<file path="src/rtl/cacheline_adaptor.sv">
// Bridges single-cycle 256-bit cache line transfers to four-beat 64-bit pmem bursts.
// One shared line buffer and beat counter serve both fills and writebacks.
module cacheline_adaptor #(
  parameter int s_line  = 256,
  parameter int s_burst = 64,
  parameter int n_beats = s_line / s_burst
) (
  input  logic               clk,
  input  logic               rst,
  input  logic [s_line-1:0]  line_i,
  output logic [s_line-1:0]  line_o,
  input  logic [31:0]        address_i,
  input  logic               read_i,
  input  logic               write_i,
  output logic               resp_o,
  input  logic [s_burst-1:0] burst_i,
  output logic [s_burst-1:0] burst_o,
  output logic [31:0]        address_o,
  output logic               read_o,
  output logic               write_o,
  input  logic               resp_i
);

  localparam int CNT_W = (n_beats > 1) ? $clog2(n_beats) : 1;
  localparam int OFF_W = $clog2(s_line / 8);
  localparam logic [CNT_W-1:0] LAST = CNT_W'(n_beats - 1);

  typedef enum logic [1:0] {IDLE, READ, WRITE, DONE} state_t;

  state_t              state;
  state_t              state_next;
  logic [CNT_W-1:0]    cnt;
  logic [s_line-1:0]   line_buf;
  logic [31:OFF_W]     addr_q;
  logic                unused_addr_bits;

  // Byte-offset bits never reach pmem; only the line-aligned part is kept.
  assign unused_addr_bits = ^address_i[OFF_W-1:0];

  always_ff @(posedge clk or negedge rst) begin
    if (!rst) begin
      state <= IDLE;
    end else begin
      state <= state_next;
    end
  end

  always_comb begin
    state_next = state;
    case (state)
      IDLE: begin
        if (write_i) begin
          state_next = WRITE;
        end else if (read_i) begin
          state_next = READ;
        end
      end
      READ, WRITE: begin
        if (resp_i && (cnt == LAST)) begin
          state_next = DONE;
        end
      end
      DONE:    state_next = IDLE;
      default: state_next = IDLE;
    endcase
  end

  always_ff @(posedge clk or negedge rst) begin
    if (!rst) begin
      cnt      <= '0;
      line_buf <= '0;
      addr_q   <= '0;
    end else begin
      case (state)
        IDLE: begin
          if (write_i) begin
            addr_q   <= address_i[31:OFF_W];
            line_buf <= line_i;
            cnt      <= '0;
          end else if (read_i) begin
            addr_q <= address_i[31:OFF_W];
            cnt    <= '0;
          end
        end
        READ: begin
          if (resp_i) begin
            line_buf[int'(cnt)*s_burst +: s_burst] <= burst_i;
            cnt <= cnt + CNT_W'(1);
          end
        end
        WRITE: begin
          if (resp_i) begin
            cnt <= cnt + CNT_W'(1);
          end
        end
        default: begin
        end
      endcase
    end
  end

  // Bus controls decode registered state only, so no request input leaks through.
  always_comb begin
    read_o  = 1'b0;
    write_o = 1'b0;
    resp_o  = 1'b0;
    burst_o = '0;
    case (state)
      READ:  read_o = 1'b1;
      WRITE: begin
        write_o = 1'b1;
        burst_o = line_buf[int'(cnt)*s_burst +: s_burst];
      end
      DONE:  resp_o = 1'b1;
      default: begin
      end
    endcase
  end

  assign line_o    = line_buf;
  assign address_o = {addr_q, {OFF_W{1'b0}}};

endmodule

</file>
<file path="config.mk">
export PLATFORM = sky130hd
export DESIGN_NAME = cacheline_adaptor
export DESIGN_NICKNAME = d
export VERILOG_FILES = /design/src/rtl/cacheline_adaptor.sv
export SDC_FILE = /design/constraint.sdc
export NUM_CORES = 1
export LEC_CHECK = 0
export BUFFER_PORTS_ARGS = -buffer_cell sky130_fd_sc_hd__buf_2
export CAP_MARGIN = 20
export CORE_AREA = 5 5 273 275
export CTS_BUF_LIST = sky130_fd_sc_hd__clkbuf_2
export CTS_CLUSTER_SIZE = 28
export DETAILED_ROUTE_END_ITERATION = 16
export DIE_AREA = 0 0 278 280
export GPL_TIMING_DRIVEN = 1
export PLACE_DENSITY = 0.45
export SLEW_MARGIN = 20
export SYNTH_ARGS = -nofsm -noshare
export SYNTH_HDL_FRONTEND = slang
export SYNTH_SLANG_ARGS = --single-unit
</file>
<file path="constraint.sdc">
create_clock -name clk -period 3.35 [get_ports clk]
set_input_delay 0.1675 -clock clk [delete_from_list [all_inputs] [get_ports clk]]
set_output_delay 0.1675 -clock clk [all_outputs]
set_load 0.01 [all_outputs]
</file>
==> results of run 1 <==
[synthesized netlist by cell type, types with 7 or more instances]
library cell / n
nand4b_1: 64
mux2_4: 36
and2_1: 64
mux2_2: 231
clkbuf_1: 92
buf_1: 7
mux2_1: 16
a32o_1: 64
buf_2: 24
nand3_1: 65
inv_1: 71
mux4_2: 64
buf_6: 35
ha_1: 10
o32ai_1: 64
dfrtp_1: 287
o2bb2ai_1: 128
buf_4: 9
nand2_1: 68
[stage by stage]
stage / utilization [%] / setup WS, ps / std cells / instance area (sq um)
after detailed placement: 30.2 / 513 / 2973 / 21800
after global placement: 30.2 / 417 / 2972 / 21800
after floorplan: - / 1090 / 1435 / 17400
[kinds of logic after synthesis]
kind of cell / after synthesis
multiplexers: 348
flip-flops: 287
AO/OA/AOI/OAI: 273
AND/OR/NAND/NOR: 273
buffers and inverters: 239
adder cells (fa/ha/maj): 10
other: 1
==> results.toml, run 1 <==
[synth]
synth_compound_area_share_pct = 14.2
synth.yosys.warnings = 0
synthMuxAreaShare_pct = 27.5
synthAdderAreaFrac_pct = 0.718
ys_seq_elements = 287
synth_cell_types = 40
synthXorXnorAreaFrac_pct = 0
synthSimpleGateAreaFrac_pct = 9.29
synth_area_per_cell_sq_um = 12.2
async_flop_share_pct = 100
synth_area_leaders = "dfrtp_1 41%, mux2_2 15%, mux4_2 8.3%, o2bb2ai_1 6.4%, a32o_1 3.7%"
yosysSeqAreaShare_pct = 41.2
netlist_area_sq_um = 17400
synth_top_family_by_area = "multiplexers"
yosysTopAreaCellShare_pct = 41.2
syn_inst = 1431
ys.flop_type = "dfrtp_1"
yosysTopAreaCell = "dfrtp_1"
synth-edff-count = 0

[outcome]
haltStage = "4_1_cts"
status = "stopped before the end"
error = "[ERROR RSZ-0060] Max buffer count reached."

[placement]
place.detailed.hpwl_um = 57000
gp_congestion = 0.870
port_buffers = 701

[clock_tree]
clock_path_buffers = 3
cts_buffers = 88
cts_setup_buffers = 0
cts_htree_levels = 3
holdBufCountCts = 623
cts.repair.resized = 4
clock-root-buffer = "clkbuf_2"
cts_sinks = 287

[die]
initial_utilization_pct = 24.2
num_rows = 99
num_io_pins = 712
die_x_um = 278
die_y_um = 280
==> inputs of run 2 (changes only) <==
--- a/config.mk
+++ b/config.mk
@@ -8,12 +8,10 @@
 export BUFFER_PORTS_ARGS = -buffer_cell sky130_fd_sc_hd__buf_2
 export CAP_MARGIN = 20
 export CORE_AREA = 5 5 273 275
-export CTS_BUF_LIST = sky130_fd_sc_hd__clkbuf_2
-export CTS_CLUSTER_SIZE = 28
 export DETAILED_ROUTE_END_ITERATION = 16
 export DIE_AREA = 0 0 278 280
 export GPL_TIMING_DRIVEN = 1
-export PLACE_DENSITY = 0.45
+export PLACE_DENSITY_LB_ADDON = 0.15
 export SLEW_MARGIN = 20
 export SYNTH_ARGS = -nofsm -noshare
 export SYNTH_HDL_FRONTEND = slang
==> run 2 against run 1 <==
The run now ends clean. Area after synthesis unchanged. Synthesized cell count unchanged.
==> results.toml, run 2 <==
[route]
wl_met1_um = 36100
wl_met3_um = 5550
drt_pass1_iterations = 5
ant_nets = 0
drtIter0Drc = 1157
drc = 0
wl_met2_um = 43200
via_per_inst = 5.13
routedWlPerCell_um = 26.5
vias = 16900
totalWireLength_um = 87500
top_layer = "met5"

[die]
die_x_um = 278
core_sq_um = 72100
num_rows = 99
num_io_pins = 712
initial_utilization_pct = 24.2
die_y_um = 280
fp.dieArea_sq_um = 77800

[critical_path]
cp.buffers_inverters = 3
crit_required_ps = 3180
path_cells = "buf_4 > buf_4 > mux4_2 > and2_1 > buf_2"
path_common_cell = "buf_4"
reg2regPathDepth = 6
startpoint = "cnt[0]$_DFFE_PN0P_"
cp_top_family = "buffers and inverters"
slowest_stage = "mux4_2"
worstSetupStartpointType = "flop"
crit_cells = 5
r2r-end = "line_o[193]$_DFFE_PN0P_"
end_kind = "output port"
worstPathMaxFanout = 22
crit_arrival_ps = 2840
criticalPathCategory = "flop to output port"
slowest_delay_ps = 570
r2r-start = "state[1]$_DFFE_PN0P_"
r2r_slack_ps = 730
endpoint = "burst_o[17]"

[synth]
yosysTopAreaCellShare_pct = 41.2
ys.flop_type = "dfrtp_1"
synth_area_per_cell_sq_um = 12.2
synth_cell_types = 40
synthMuxAreaShare_pct = 27.5
ys_seq_elements = 287
synth_compound_area_share_pct = 14.2
syn_inst = 1431
synthXorXnorAreaFrac_pct = 0
netlist_area_sq_um = 17400
synth.yosys.warnings = 0
yosys-top-cells-count = "287 x dfrtp_1, 231 x mux2_2, 128 x o2bb2ai_1"
synth_top_family_by_area = "multiplexers"
synth_area_leaders = "dfrtp_1 41%, mux2_2 15%, mux4_2 8.3%, o2bb2ai_1 6.4%, a32o_1 3.7%"
async_flop_share_pct = 100
yosysTopAreaCell = "dfrtp_1"
synthAdderAreaFrac_pct = 0.718
yosysMostFrequentCell = "dfrtp_1"
yosysSeqAreaShare_pct = 41.2
synthSimpleGateAreaFrac_pct = 9.29
synth-edff-count = 0

[timing]
max_freq_mhz = 332
hold_viol = 0
period_minus_slack_ps = 3010
relSlewSlack_pct = 30.5
fin_crit_sh_pct = 89.8
report.final.slew_viol_count = 0
tns_ps = 0
fin_skew_ps = 16.7
worstMarginPinSlew_ps = 1040
rsz0062_at_grt = "no"
setup_viol = 0
worst_slack_ps = 340

[cells_and_area]
fin_area_sq_um = 25800
final_core_util_pct = 35.8
largest_reg_flops = 256
final_common_cell = "buf_2"
drive_gt1_share_pct = 49.4
final_nets = 2679
mostFrequentLayoutCells = "700 x buf_2, 285 x dfrtp_1, 258 x dlygate4sd3_1"
syn2layout_area_growth_pct = 47.9
n_fill_cell = 7290

[pwr]
p_sw_share_pct = 43.6
combinationalPowerShare_pct = 58.2
power.total_mw = 26.7
ir_worst_vdd_mv = 0.615
power.internal_mw = 15.1
powerDensity_nw_per_um2 = 1040
cellLeakagePower_nw = 11.6
power.switching_mw = 11.6
clkPwrFrac_pct = 16.1
p_seq_share_pct = 25.7

[placement]
dpl_worst_slack_ps = 723
gp_congestion = 0.852
place.detailed.hpwl_um = 58200
port_buffers = 701
placed_area_sq_um = 21900

[hold_path]
min_path_type = "primary input to flop"

[grt]
track_usage_pct = 21.3
grt_pass1_wl_um = 126000
grt_pass1_vias = 18100
grt_max_degree = 91
grt_overflow = 0
grt_antenna_before_repair = 9

[clock_tree]
clock-root-buffer = "clkbuf_16"
clock_path_buffers = 3
cts_sinks = 287
cts.repair.resized = 0
clkTransAtPathRegs_ps = 60
insertion_delay_ps = 540
cts_buffers = 39
cts_tree = "yes"
cts_htree_levels = 2

[run]
cap_violations = 0

[outcome]
status = "finished, final reports clean"
==> run 2: cell counts after synthesis <==
No cell type changed its count.
==> run 2: metrics by stage <==
stage	hold WS [ps]	cells
CTS	1.39	3298
floorplan	-128	1435
detailed placement	268	2972
global placement	272	2972
finish	38.0	3303
global route	13.8	3302
==> run 2: worst min-delay path by stage <==
stage | from | end | slack [ps] | depth (start not counted)
6_report | line_i[169] | line_o[169]$_DFFE_PN0P_ | 40 | 4
4_1_cts | line_i[66] | line_o[66]$_DFFE_PN0P_ | 1 | 3
3_5_place_dp | rst | line_o[111]$_DFFE_PN0P_ | 270 | 1
2_1_floorplan | rst | addr_q[10]$_DFFE_PN0P_ | -130 | 0
3_3_place_gp | rst | line_o[47]$_DFFE_PN0P_ | 270 | 1
5_1_grt | line_i[66] | line_o[66]$_DFFE_PN0P_ | 10 | 3
==> run 2: timing repair <==
action                     in CTS  in global routing
setup buffers                   0                  0
hold endpoints to repair      337                  0
hold buffers                  258                  0
setup endpoints to repair       0                  0
==> run 2: final cells by class <==
class | count | area (sq um) | share of cell area [%]
Sequential cell | 287 | 7190 | 27.9
Clock inverter | 7 | 85.1 | 0.330
Clock buffer | 61 | 1210 | 4.70
Antenna cell | 5 | 12.5 | 0.0485
Timing Repair Buffer | 1004 | 6690 | 26.0
Inverter | 71 | 272 | 1.05
Multi-Input combinational cell | 909 | 9110 | 35.4
Tap cell | 959 | 1200 | 4.66
==> run 2: power groups by stage <==
stage | Clock, mW | Sequential, mW | Combinational, mW
2_1_floorplan | 0 | 7.13 | 8.91
3_3_place_gp | 0 | 6.83 | 15.3
3_5_place_dp | 0 | 6.89 | 15.4
4_1_cts | 4.42 | 6.85 | 15.7
5_1_grt | 4.54 | 7.05 | 16.6
6_report | 4.29 | 6.86 | 15.5
==> run 2: metal layers <==
metal / vias to the layer above / track usage (%)
met4: 2 / 6.34
met3: 151 / 4.11
met5: - / 0
li1: 7258 / -
met1: 8759 / 27.2
met2: 761 / 37.0
==> run 2: kinds of logic after synthesis <==
group / count (synthesis)
adder cells (fa/ha/maj): 10
AO/OA/AOI/OAI: 273
multiplexers: 348
AND/OR/NAND/NOR: 273
flip-flops: 287
buffers and inverters: 239
other: 1
==> run 2: tightest hold or removal path: cells and delay by family <==
family                 cells  cell delay, ps
AO/OA/AOI/OAI              1             110
multiplexers               1             150
buffers and inverters      2             130
Note: power is estimated with default switching activity, not from simulation.
==> inputs of run 3 (changes only) <==
--- a/config.mk
+++ b/config.mk
@@ -11,8 +11,7 @@
 export DETAILED_ROUTE_END_ITERATION = 16
 export DIE_AREA = 0 0 278 280
 export GPL_TIMING_DRIVEN = 1
-export PLACE_DENSITY_LB_ADDON = 0.15
-export SLEW_MARGIN = 20
+export SLEW_MARGIN = 40
 export SYNTH_ARGS = -nofsm -noshare
 export SYNTH_HDL_FRONTEND = slang
 export SYNTH_SLANG_ARGS = --single-unit
==> constraint.sdc (replaced) <==
create_clock -name clk -period 3.35 [get_ports clk]
set_input_delay 0.1675 -clock clk [delete_from_list [all_inputs] [get_ports clk]]
set_output_delay 0.1675 -clock clk [all_outputs]
set_load 0.1 [all_outputs]
==> run 3 against run 2 <==
Final cell count down 0.61%. First-iteration DRC count up 36%. Via count up 3.3%. Wire length down 4.4%. Largest cell class unchanged.
==> results.toml, run 3 (synthesized netlist as in run 2, its figures left out) <==
[route]
drc = 0
ant_nets = 0
totalWireLength_um = 83600
routedWlPerCell_um = 25.5
via_per_inst = 5.33
drt_pass1_iterations = 5
drtIter0Drc = 1577
vias = 17500

[clock_tree]
clock-root-buffer = "clkbuf_16"
cts_buffers = 37
cts_tree = "yes"
cts_sinks = 287
cts_setup_buffers = 0
clkTransAtPathRegs_ps = 60
insertion_delay_ps = 550
clock_path_buffers = 3
cts_htree_levels = 2

[critical_path]
criticalPathCategory = "flop to output port"
r2r_slack_ps = 760
crit_required_ps = 3180
worstPathMaxFanout = 22
crit_arrival_ps = 2930
end_kind = "output port"
worstSetupStartpointType = "flop"

[timing]
hold_viol = 0
rsz0062_at_grt = "no"
fin_crit_sh_pct = 92.5
tns_ps = 0
fin_skew_ps = 17.3
period_minus_slack_ps = 3100
report.final.slew_viol_count = 0
max_freq_mhz = 323
relSlewSlack_pct = 51.2
setup_viol = 0
worstMarginPinSlew_ps = 732

[die]
die_x_um = 278
core_sq_um = 72100
die_y_um = 280
initial_utilization_pct = 24.2
num_io_pins = 712
fp.dieArea_sq_um = 77800
num_rows = 99

[grt]
grt_overflow = 0
grt_pass1_vias = 18900
track_usage_pct = 20.3
grt_antenna_before_repair = 12
grt_max_degree = 76
grt_pass1_wl_um = 122000

[placement]
gp_congestion = 0.912
place.detailed.hpwl_um = 57300
placed_area_sq_um = 21900
port_buffers = 701

[run]
cap_violations = 0

[cells_and_area]
fin_area_sq_um = 25600
largest_reg_flops = 256
n_fill_cell = 7130
syn2layout_area_growth_pct = 47.0
final_nets = 2659
drive_gt1_share_pct = 50.1
final_common_cell = "buf_2"
mostFrequentLayoutCells = "700 x buf_2, 285 x dfrtp_1, 238 x dlygate4sd3_1"

[outcome]
status = "finished, final reports clean"

[hold_path]
min_path_type = "primary input to flop"
run 3: changes by cell type in the layout (fill, tap and decap cells not counted):
cell           delta
buf_12            -2
buf_16            +3
buf_4             +1
bufinv_16         +1
clkbuf_1          -6
clkbuf_16         -2
clkbuf_8          -2
clkinv_4          +1
clkinvlp_4        +2
diode_2           +2
dlygate4sd3_1    -20
inv_6             +1
inv_8             +1
run 3: layer usage:
| metal | GRT usage [%] | wire [um] |
|---|---|---|
| met2 | 34.2 | 40700 |
| met1 | 24.5 | 31400 |
| met4 | 9.72 | 4050 |
| met5 | 0 | 36 |
| met3 | 4.96 | 7450 |
run 3: worst paths after layout:
check | startpoint | to | depth (start not counted)
min in group asynchronous | rst | line_o[93]$_DFFE_PN0P_ | 2
min reg2reg | addr_q[11]$_DFFE_PN0P_ | addr_q[11]$_DFFE_PN0P_ | 1
max | state[0]$_DFFE_PN0P_ | burst_o[55] | 5
min | line_i[194] | line_o[194]$_DFFE_PN0P_ | 3
max in group asynchronous | rst | line_o[120]$_DFFE_PN0P_ | 4
max reg2reg | cnt[0]$_DFFE_PN0P_ | line_o[224]$_DFFE_PN0P_ | 6
run 3: through the flow:
step / setup WS, ps / utilization, % / hold slack (ps) / cells
floorplan: 610 / - / -128 / 1435
global placement: 811 / 30.3 / 288 / 2971
detailed placement: 749 / 30.4 / 91.0 / 2974
finish: 251 / 35.5 / 36.4 / 3283
global route: 120 / 35.5 / 24.3 / 3280
CTS: 190 / 35.5 / 0.262 / 3276
run 3: timing repair:
| item | 4_1_cts | 5_1_grt |
|---|---|---|
| gates resized for setup | 0 | 0 |
| hold buffers | 238 | 0 |
| hold endpoints to repair | 361 | 0 |
run 3: final cells by class:
cell class | instances | area (sq um) | share of cell area [%]
tap | 959 | 1200 | 4.69
antenna | 7 | 17.5 | 0.0684
multi-input combinational | 909 | 9110 | 35.6
inverter | 71 | 272 | 1.06
clock inverter | 13 | 159 | 0.621
sequential | 287 | 7190 | 28.1
timing repair buffer | 986 | 6540 | 25.5
clock buffer | 51 | 1110 | 4.34
run 3: critical path, stage by stage (launching register included):
cell	delay (ps)
dfrtp_1	450
inv_1	140
ha_2	670
buf_4	430
and2_1	240
buf_2	450
Power of run 3 is not shown: default switching activity piles up to over one toggle a cycle in this logic, so the estimate is an artifact.
